## src/rtl/elev_pkg.sv

```systemverilog
// rtl/elev_pkg.sv - shared types and defaults for the elevator call scheduler
package elev_pkg;

   localparam int NUM_FLOORS_DEF  = 4;
   localparam int FLOOR_W_DEF     = $clog2(NUM_FLOORS_DEF);
   localparam int DOOR_CYCLES_DEF = 4;

   typedef logic [FLOOR_W_DEF-1:0] floor_t;

   typedef enum logic [1:0] {
      IDLE = 2'd0,
      MOVE = 2'd1,
      DOOR = 2'd2
   } sched_state_e;

endpackage

```

## src/rtl/elev_call_picker.sv

```systemverilog
// rtl/elev_call_picker.sv - nearest pending floor ahead of and behind cf in the SCAN direction
module elev_call_picker
   import elev_pkg::*;
#(
   parameter int NUM_FLOORS = NUM_FLOORS_DEF,
   parameter int FLOOR_W    = $clog2(NUM_FLOORS)
) (
   input  logic [NUM_FLOORS-1:0] pending,
   input  logic [FLOOR_W-1:0]    cf,
   input  logic                  dir_up,
   output logic [FLOOR_W-1:0]    ahead_floor,
   output logic                  ahead_found,
   output logic [FLOOR_W-1:0]    behind_floor,
   output logic                  behind_found
);

   logic [FLOOR_W-1:0] up_floor;
   logic [FLOOR_W-1:0] dn_floor;
   logic               up_found;
   logic               dn_found;

   // Downward scan for "above" and upward scan for "below" so the last hit is the closest one.
   always_comb begin
      up_floor = '0;
      up_found = 1'b0;
      dn_floor = '0;
      dn_found = 1'b0;
      for (int i = NUM_FLOORS - 1; i >= 0; i--) begin
         if (pending[i] && (FLOOR_W'(i) > cf)) begin
            up_floor = FLOOR_W'(i);
            up_found = 1'b1;
         end
      end
      for (int i = 0; i < NUM_FLOORS; i++) begin
         if (pending[i] && (FLOOR_W'(i) < cf)) begin
            dn_floor = FLOOR_W'(i);
            dn_found = 1'b1;
         end
      end
   end

   assign ahead_floor  = dir_up ? up_floor : dn_floor;
   assign ahead_found  = dir_up ? up_found : dn_found;
   assign behind_floor = dir_up ? dn_floor : up_floor;
   assign behind_found = dir_up ? dn_found : up_found;

endmodule

```

## src/rtl/elevator_call_scheduler.sv

```systemverilog
// rtl/elevator_call_scheduler.sv - SCAN call scheduler with door dwell timer
// Optional door_hold input enabled by defining SCHED_DOOR_HOLD_EN.
module elevator_call_scheduler
   import elev_pkg::*;
#(
   parameter int NUM_FLOORS  = NUM_FLOORS_DEF,
   parameter int FLOOR_W     = $clog2(NUM_FLOORS),
   parameter int DOOR_CYCLES = DOOR_CYCLES_DEF
) (
   input  logic                  clk,
   input  logic                  rst_n,
`ifdef SCHED_DOOR_HOLD_EN
   input  logic                  door_hold,
`endif
   input  logic [NUM_FLOORS-1:0] call_req,
   input  logic [FLOOR_W-1:0]    cf,
   output logic [FLOOR_W-1:0]    target_floor,
   output logic                  target_valid,
   output logic                  door_open,
   output logic                  dir_up,
   output logic [NUM_FLOORS-1:0] pending
);

   localparam int TW = (DOOR_CYCLES > 1) ? $clog2(DOOR_CYCLES) : 1;
   localparam logic [TW-1:0]      TIMER_LOAD  = TW'(DOOR_CYCLES - 1);
   localparam logic [FLOOR_W:0]   FLOOR_LIMIT = NUM_FLOORS[FLOOR_W:0];

   sched_state_e           state;
   logic [TW-1:0]          timer;
   logic                   cf_legal;
   logic [NUM_FLOORS-1:0]  cf_mask;
   logic [NUM_FLOORS-1:0]  pend_set;
   logic [NUM_FLOORS-1:0]  pend_door;
   logic                   call_at_cf;
   logic                   pend_at_cf;
   logic                   hold_req;
   logic [FLOOR_W-1:0]     ahead_floor;
   logic [FLOOR_W-1:0]     behind_floor;
   logic                   ahead_found;
   logic                   behind_found;
   logic [FLOOR_W-1:0]     depart_floor;

`ifdef SCHED_DOOR_HOLD_EN
   assign hold_req = door_hold;
`else
   assign hold_req = 1'b0;
`endif

   assign cf_legal   = ({1'b0, cf} < FLOOR_LIMIT);
   assign cf_mask    = cf_legal ? (NUM_FLOORS'(1) << cf) : '0;
   assign pend_set   = pending | call_req;
   assign pend_door  = pend_set & ~cf_mask;
   assign call_at_cf = |(call_req & cf_mask);
   assign pend_at_cf = |(pending & cf_mask);

   // Departure keeps direction while something lies ahead, otherwise heads for the behind side.
   assign depart_floor = ahead_found ? ahead_floor : (behind_found ? behind_floor : target_floor);

   elev_call_picker #(
      .NUM_FLOORS (NUM_FLOORS),
      .FLOOR_W    (FLOOR_W)
   ) u_picker (
      .pending      (pending),
      .cf           (cf),
      .dir_up       (dir_up),
      .ahead_floor  (ahead_floor),
      .ahead_found  (ahead_found),
      .behind_floor (behind_floor),
      .behind_found (behind_found)
   );

   always_ff @(posedge clk or negedge rst_n) begin
      if (!rst_n) begin
         state        <= IDLE;
         pending      <= '0;
         target_floor <= '0;
         target_valid <= 1'b0;
         door_open    <= 1'b0;
         dir_up       <= 1'b1;
         timer        <= '0;
      end else if (!cf_legal) begin
         pending      <= pend_set;
         state        <= IDLE;
         target_valid <= 1'b0;
         door_open    <= 1'b0;
      end else begin
         pending <= pend_set;
         case (state)
            IDLE: begin
               if (pending != '0) begin
                  if (!ahead_found) dir_up <= ~dir_up;
                  if (pend_at_cf) begin
                     state     <= DOOR;
                     door_open <= 1'b1;
                     timer     <= TIMER_LOAD;
                     pending   <= pend_door;
                  end else begin
                     state        <= MOVE;
                     target_valid <= 1'b1;
                     target_floor <= depart_floor;
                  end
               end
            end
            MOVE: begin
               if (cf == target_floor) begin
                  state        <= DOOR;
                  door_open    <= 1'b1;
                  target_valid <= 1'b0;
                  timer        <= TIMER_LOAD;
                  pending      <= pend_door;
               end else if (ahead_found) begin
                  target_floor <= ahead_floor;
               end
            end
            DOOR: begin
               pending <= pend_door;
               if (call_at_cf || hold_req) begin
                  timer <= TIMER_LOAD;
               end else if (timer != '0) begin
                  timer <= timer - TW'(1);
               end else begin
                  door_open <= 1'b0;
                  if (!ahead_found) dir_up <= ~dir_up;
                  if (pending == '0) begin
                     state <= IDLE;
                  end else begin
                     state        <= MOVE;
                     target_valid <= 1'b1;
                     target_floor <= depart_floor;
                  end
               end
            end
            default: state <= IDLE;
         endcase
      end
   end

endmodule

```

## config.mk

```make
export PLATFORM = sky130hd
export DESIGN_NAME = elevator_call_scheduler
export DESIGN_NICKNAME = d
export VERILOG_FILES = /design/src/rtl/elev_pkg.sv /design/src/rtl/elev_call_picker.sv /design/src/rtl/elevator_call_scheduler.sv
export SDC_FILE = /design/constraint.sdc
export NUM_CORES = 1
export LEC_CHECK = 0
export ABC_AREA = 1
export CAP_MARGIN = 20
export CORE_MARGIN = 1.5
export CORE_UTILIZATION = 47
export DETAILED_ROUTE_END_ITERATION = 10
export GPL_TIMING_DRIVEN = 0
export PLACE_DENSITY = 0.75
export SLEW_MARGIN = 40
export SYNTH_ARGS = -nofsm -noshare
export SYNTH_HDL_FRONTEND = slang
export SYNTH_SLANG_ARGS = --single-unit
export TNS_END_PERCENT = 20
```

## constraint.sdc

```tcl
create_clock -name clk -period 1.1 [get_ports clk]
set_input_delay 0.11 -clock clk [delete_from_list [all_inputs] [get_ports clk]]
set_output_delay 0.11 -clock clk [all_outputs]
set_load 0.03 [all_outputs]
```

**Yosys cells after proc, flatten, opt, wreduce, memory -nomap -nowiden**

Cells that the tools add are included.

- Memory bits (writable): 0
- Output and inout bits: 9
- Memories: 0
- Input port bits: 8
- Bits in latches: 0
- Register bits after elaboration: 13
- Bits in read-only memories: 0

- Muxes and demuxes: 64
- Bitwise gates (word level): 6
- Equal/unequal tests: 13
- Magnitude comparators: 8
- Shift operators: 1
- Multiply operators: 0
- Add/sub/neg operators: 1
- Reduce and logical (&&, ||, !) cells: 22
- Div/mod/pow operators: 0

Operator list:

| operator | number |
|---|---|
| 2-bit 2-to-1 mux | 27 |
| 1-bit 2-to-1 mux | 27 |
| 2-bit != test (second input constant) | 9 |
| 2-bit one-hot mux with 3 select lines | 3 |
| 4-bit AND | 3 |
| 4-bit 2-to-1 mux | 3 |
| 4-bit one-hot mux with 3 select lines | 1 |
| 1-bit logical AND | 8 |
| 4-bit AND reduction | 2 |
| 8-bit AND reduction | 1 |
| 4-bit OR reduction | 2 |
| 7-bit AND reduction | 1 |
| 1-bit one-hot mux with 3 select lines | 2 |
| 6-bit AND reduction | 1 |
| 5-bit AND reduction | 1 |
| 1-bit by 2-bit > comparator with 1-bit output (first input constant) | 2 |
| 2-bit > comparator (first input constant) | 2 |
| 4-bit zero test | 1 |
| 1-bit by 2-bit less-than comparator with 1-bit output (first input constant) | 2 |
| 2-bit less-than comparator (first input constant) | 2 |
| 4-bit NOT | 1 |
| 4-bit OR | 1 |
| 2-bit nonzero test | 2 |
| 4-bit nonzero test | 1 |
| 10 further kinds | 10 |

**Logic depth before layout (Yosys ltp)**

- Depth after elaboration: 13
- Depth in mapped cells: 12
- Gate-level depth less buffers: 11

**Modules after synthesis**

From an unflattened synthesis, not the netlist that was laid out.

- Cell total of the unflattened synthesis: 157
- Area, all modules: 1,084.8 um^2

Modules (own cells, without submodules):

| module | seq. area each (um^2) | area an instance (um^2) | cells an instance | instances |
|---|---|---|---|---|
| elevator_call_scheduler | 326.6 | 945.9 | 124 | 1 |
| elev_call_picker | 0.0 | 138.9 | 33 | 1 |

**Worst setup path before layout**

No wires, ideal clock.

- Path type: register to register
- Start point: register dir_up
- End point: register target_floor[0]
- Cell stages (with the launch flop): 9
- Library setup time: 65 ps
- Clock period less this slack: 1,349 ps
- Arrival time: 1,283 ps
- Setup slack: -249 ps
- Cell sequence: dfstp_2 > inv_1 > nand4_1 > nand3_1 > nand2_1 > inv_1 > nor2_2 > nand2_1 > nand2_1

- Word-level cells in the longest chain between the ends: 7

RTL lines:

| item | line | text |
|---|---|---|
| start, declared | elevator_call_scheduler.sv:20 | `output logic dir_up,` |
| start signal, assigned | elevator_call_scheduler.sv:91 | `if (!ahead_found) dir_up <= ~dir_up;` |
| start signal, assigned | elevator_call_scheduler.sv:123 | `if (!ahead_found) dir_up <= ~dir_up;` |
| 2-bit 2-to-1 mux / 1-bit 2-to-1 mux (equally long branches) | elev_call_picker.sv:44, elev_call_picker.sv:45 |  |
| 2-bit 2-to-1 mux (2 in a row) | elevator_call_scheduler.sv:57 | `assign depart_floor = ahead_found ? ahead_floor : (behind_found ? behind_floor : target_floor);` |
| 2-bit 2-to-1 mux | elevator_call_scheduler.sv:124 | `if (pending == '0) begin` |
| 2-bit 2-to-1 mux | elevator_call_scheduler.sv:119 | `end else if (timer != '0) begin` |
| 2-bit 2-to-1 mux | elevator_call_scheduler.sv:117 | `if (call_at_cf \|\| hold_req) begin` |
| 2-bit one-hot mux with 3 select lines | elevator_call_scheduler.sv:88 | `case (state)` |
| end signal, assigned | elevator_call_scheduler.sv:100 | `target_floor <= depart_floor;` |
| end signal, assigned | elevator_call_scheduler.sv:112 | `target_floor <= ahead_floor;` |
| end signal, assigned | elevator_call_scheduler.sv:129 | `target_floor <= depart_floor;` |
| end, declared | elevator_call_scheduler.sv:17 | `output logic [FLOOR_W-1:0] target_floor,` |

Parallel ways exist; a longest one is shown, timed or not. The select of a mux whose other input is x is not followed.
A chain may end at the register's enable or synchronous reset.

**Final worst setup path**

- Start point: register pending[2]
- End point: register target_floor[1]

- Word-level cells in the longest chain between the ends: 11

RTL lines:

| item | line | text |
|---|---|---|
| start, declared | elevator_call_scheduler.sv:21 | `output logic [NUM_FLOORS-1:0] pending` |
| start signal, assigned | elevator_call_scheduler.sv:82 | `pending <= pend_set;` |
| start signal, assigned | elevator_call_scheduler.sv:87 | `pending <= pend_set;` |
| start signal, assigned | elevator_call_scheduler.sv:96 | `pending <= pend_door;` |
| 1-bit logical AND | elev_call_picker.sv:29 | `if (pending[i] && (FLOOR_W'(i) > cf)) begin` |
| 2-bit 2-to-1 mux / 1-bit 2-to-1 mux (equally long branches) (3 in a row) | elev_call_picker.sv:29 |  |
| 2-bit 2-to-1 mux / 1-bit 2-to-1 mux (equally long branches) | elev_call_picker.sv:44, elev_call_picker.sv:45 |  |
| 2-bit 2-to-1 mux (2 in a row) | elevator_call_scheduler.sv:57 |  |
| 2-bit 2-to-1 mux | elevator_call_scheduler.sv:124 |  |
| 2-bit 2-to-1 mux | elevator_call_scheduler.sv:119 |  |
| 2-bit 2-to-1 mux | elevator_call_scheduler.sv:117 |  |
| 2-bit one-hot mux with 3 select lines | elevator_call_scheduler.sv:88 |  |

Parallel ways exist; a longest one is shown, timed or not. The select of a mux whose other input is x is not followed.

==> key figures <==
CTS
  – H-tree Lvls: 1
  – CTS Buf Count: 3
  – Clk buf depth: 2
  – CTS root buf: clkbuf_4
  – # clock sinks: 13
  – Worst-path clk slew: 90 ps
  – CTS tree: built
  – Clock Latency Late Sink: about 280 ps
  – Hold buffers post-CTS: 0

Cells and area
  – Most frequent cells in the layout: nand2_1, inv_1, nand2_2, nand3_1, o21ai_1
  – Cell Count, Final, Fillers Out: 199
  – Fillers: 167
  – Core Util, Final: about 66%
  – Area grow syn2layout: 31.70%
  – Antenna cell count: 0
  – Layout cell share with drive strength beyond 1: 36.63%
  – # nets final: approximately 180
  – Area taken by multi-input logic gates: ~630 um2
  – Most common cell after layout, fill and taps aside: nand2_1
  – Register Area: around 330 um2

Die
  – Site Rows: 16
  – Core ar.: 1982 um2
  – Initial Util: around half
  – Die Height: between 40 and 50 um
  – Die Area: 2401 um2
  – Die X: 49.01 um
  – Num ports: 17

Global route
  – Total congestion overflow: 0
  – Initial antenna violation count: 0
  – Total GRT Usage: approximately a fifth
  – First-pass GRT wire length: approximately 4000 um
  – Vias in the first global route: 980
  – Pin count of the biggest net entering global routing: 14

Logic synthesis
  – Multiplexer share of the synthesized area: 0%
  – Mapped Area: 994.7 um2
  – Synthesis-stage register bit count: 13
  – Top cells by area, synth: dfrtp_1, nand2_1, nand3_1
  – Number of distinct library cells after synthesis: 24
  – Largest family of logic cells by synthesized area: simple AND/OR/NAND/NOR gates
  – Post-synthesis compound-gate area fraction: 9.560%
  – Syn_nets: about 160
  – Post-Syn Area per Cell: 6.767 um2
  – Post-Synth XOR/XNOR Area: 0.8805%
  – Yosys top cell by area: dfrtp_1
  – Synth Area in Simple Gates: 44.28%
  – Top cell type's share of synthesized area: 30.19%
  – Synth warnings: 0
  – Adder-cell share of the synthesized area: roughly 1.3%
  – Cell count after synthesis: ~150
  – Seq/Total Area, Yosys: between 30% and 40%

Timing
  – Max-slew headroom: 57.01%
  – Final worst slack: -267.1 ps
  – Final Skew: 7.653 ps
  – FMAX: 731.5 MHz
  – Fin. max-slew vios: 0
  – Setup TNS: -2247 ps
  – Least-Margin Pin Slew: 642.8 ps
  – Tmin final: 1367 ps
  – Hold Violations, Final: 0
  – Endpoints failing setup: 15
  – Fin crit share: 124.3%
  – RSZ-0062 raised after global routing: true

Setup path
  – Worst R2R Path Depth: 9
  – Worst Path Required: 1320 ps
  – CP endpoint kind: register
  – CP max stage delay: 480 ps
  – Worst R2R Start: pending[2]$_DFF_PN0_
  – Cell family with most CP delay: simple AND/OR/NAND/NOR gates
  – Crit Path Max Fanout: 6
  – Critical R2R Capture: target_floor[1]$_DFFE_PN0P_
  – CP max stage cell: dfrtp_2
  – Kind of critical path: reg2reg
  – CP bufs+invs: 0
  – CP Launch Type: register
  – Critical-path cell list: nand3_2, nand2_2, nor2_4, nor2_2, nor2_1, nand2_2, nor2_2, nand2_1, nand2_1
  – R2R setup slack: -270 ps
  – Worst EP arrival: 1590 ps

Detailed routing
  – Max Used Layer: met4
  – Vias: 1019
  – Drt first pass iters: 4
  – Total wire length: 2514 um
  – DRC: 0
  – Routed Antenna Nets: 0
  – Vias per inst: 5.121
  – Met2 routed wirelength: 1271 um
  – Drt first-iter violations: 13
  – DRT met1 WL: 1132 um
  – WL/cell: 12.63 um
  – Met3 wire length: 83 um

Placed design
  – Dpl hpwl: 1736 um
  – Placed Cells: 189
  – Gp weighted congestion: 0.8660
  – Number of port buffers: 15
  – DP Worst Slack: -615.9 ps

Min path
  – WHS Path Cells: 4
  – Hold crit path type: in2reg
  – Worst Hold Launch: cf[0]
  – Worst Hold End: pending[3]$_DFF_PN0_

Power and ir drop
  – Maximum vdd drop: 0.001659 V
  – Tot Pwr: 3.742 mW
  – Power per Cell Area: 2857 nW/um2
  – LEAKAGE: about 0.66 nW

Run
  – # Max-Cap Violations: 0

Status
  – Outcome: complete, but fails checks
  – Failing checks: setup timing
==> where the power goes <==
group / leakage, nW / internal [mW] / total, mW / switching (mW)
Clock: 0.0177 / 0.135 / 0.306 / 0.170
Sequential: 0.138 / 0.730 / 0.994 / 0.264
Combinational: 0.504 / 0.908 / 2.44 / 1.54
Total: 0.659 / 1.77 / 3.74 / 1.97
==> synthesized netlist by cell type <==
master / instances
nand3_4: 1
buf_6: 2
nor2_2: 3
inv_2: 1
o21bai_1: 1
o21ai_1: 3
o21ai_0: 10
nand4_1: 2
nand4_2: 1
nor2_4: 2
inv_4: 1
nand2_2: 9
xor2_1: 1
a21oi_1: 2
nand3_2: 1
o22ai_1: 2
nor2_1: 8
nand3_1: 16
dfstp_2: 1
ha_1: 1
nand2_4: 1
nand2_1: 45
dfrtp_1: 12
inv_1: 21
==> area by class of cell <==
cell class	count	share of cell area, %
flip-flops and latches	13	25.31
plain buffers	2	1.719
multi-input cells	109	47.85
well taps	27	2.579
clock buffers	3	1.719
repair buffers	21	13.28
inverters	23	7.163
clock inverters	1	0.3820
==> kinds of logic after synthesis <==
kind of cell	after synthesis
compound gates	18
flops	13
buf+inv	25
simple gates	89
fa+ha+maj	1
xor+xnor	1
==> per-layer routing <==
metal,vias to the layer above,global-route usage (%)
met5,-,0
met1,481,26.26
met4,0,9.048
met3,4,2.454
li1,515,-
met2,19,37.67
==> what timing repair did <==
item	CTS	global route
resized for setup	43	25
endpoints found under the setup margin	22	18
buffers inserted	4	2
hold endpoints to repair	0	0
pin swaps	9	9
gates cloned	0	0
==> worst reg2reg max path: stages, from the launching register on <==
cell and delay (ps):
dfrtp_2 480, nand3_2 90, nand2_2 70, nor2_4 150, nor2_2 40, nor2_1 140, nand2_2 100, nor2_2 130
nand2_1 60, nand2_1 60
==> stage by stage <==
| stage | cell area (um2) | hold slack [ps] |
|---|---|---|
| after floorplan | 999.7 | -185.6 |
| after global placement | 1184 | 468.5 |
| after detailed placement | 1184 | 484.0 |
| after CTS | 1261 | 191.1 |
| after global routing | 1310 | 217.3 |
| final | 1310 | 193.8 |
==> registers in the layout, summed over array words and instances, names as in the netlist <==
name          cells
dir_up            1
door_open         1
pending           4
state             2
target_floor      2
target_valid      1
timer             2
==> worst max path at each step <==
stage / start / endpoint / slack, ps / depth (start not counted)
floorplan: target_floor[0]$_DFFE_PN0P_ / timer[0]$_DFFE_PN0P_ / -180 / 9
global placement: cf[1] / timer[1]$_DFFE_PN0P_ / -560 / 11
detailed placement: cf[1] / timer[1]$_DFFE_PN0P_ / -620 / 11
CTS: pending[1]$_DFF_PN0_ / target_valid$_DFFE_PN0P_ / -240 / 8
global route: pending[2]$_DFF_PN0_ / target_floor[0]$_DFFE_PN0P_ / -400 / 9
finish: pending[2]$_DFF_PN0_ / target_floor[1]$_DFFE_PN0P_ / -270 / 9
Power figures use the tool's default switching activity.
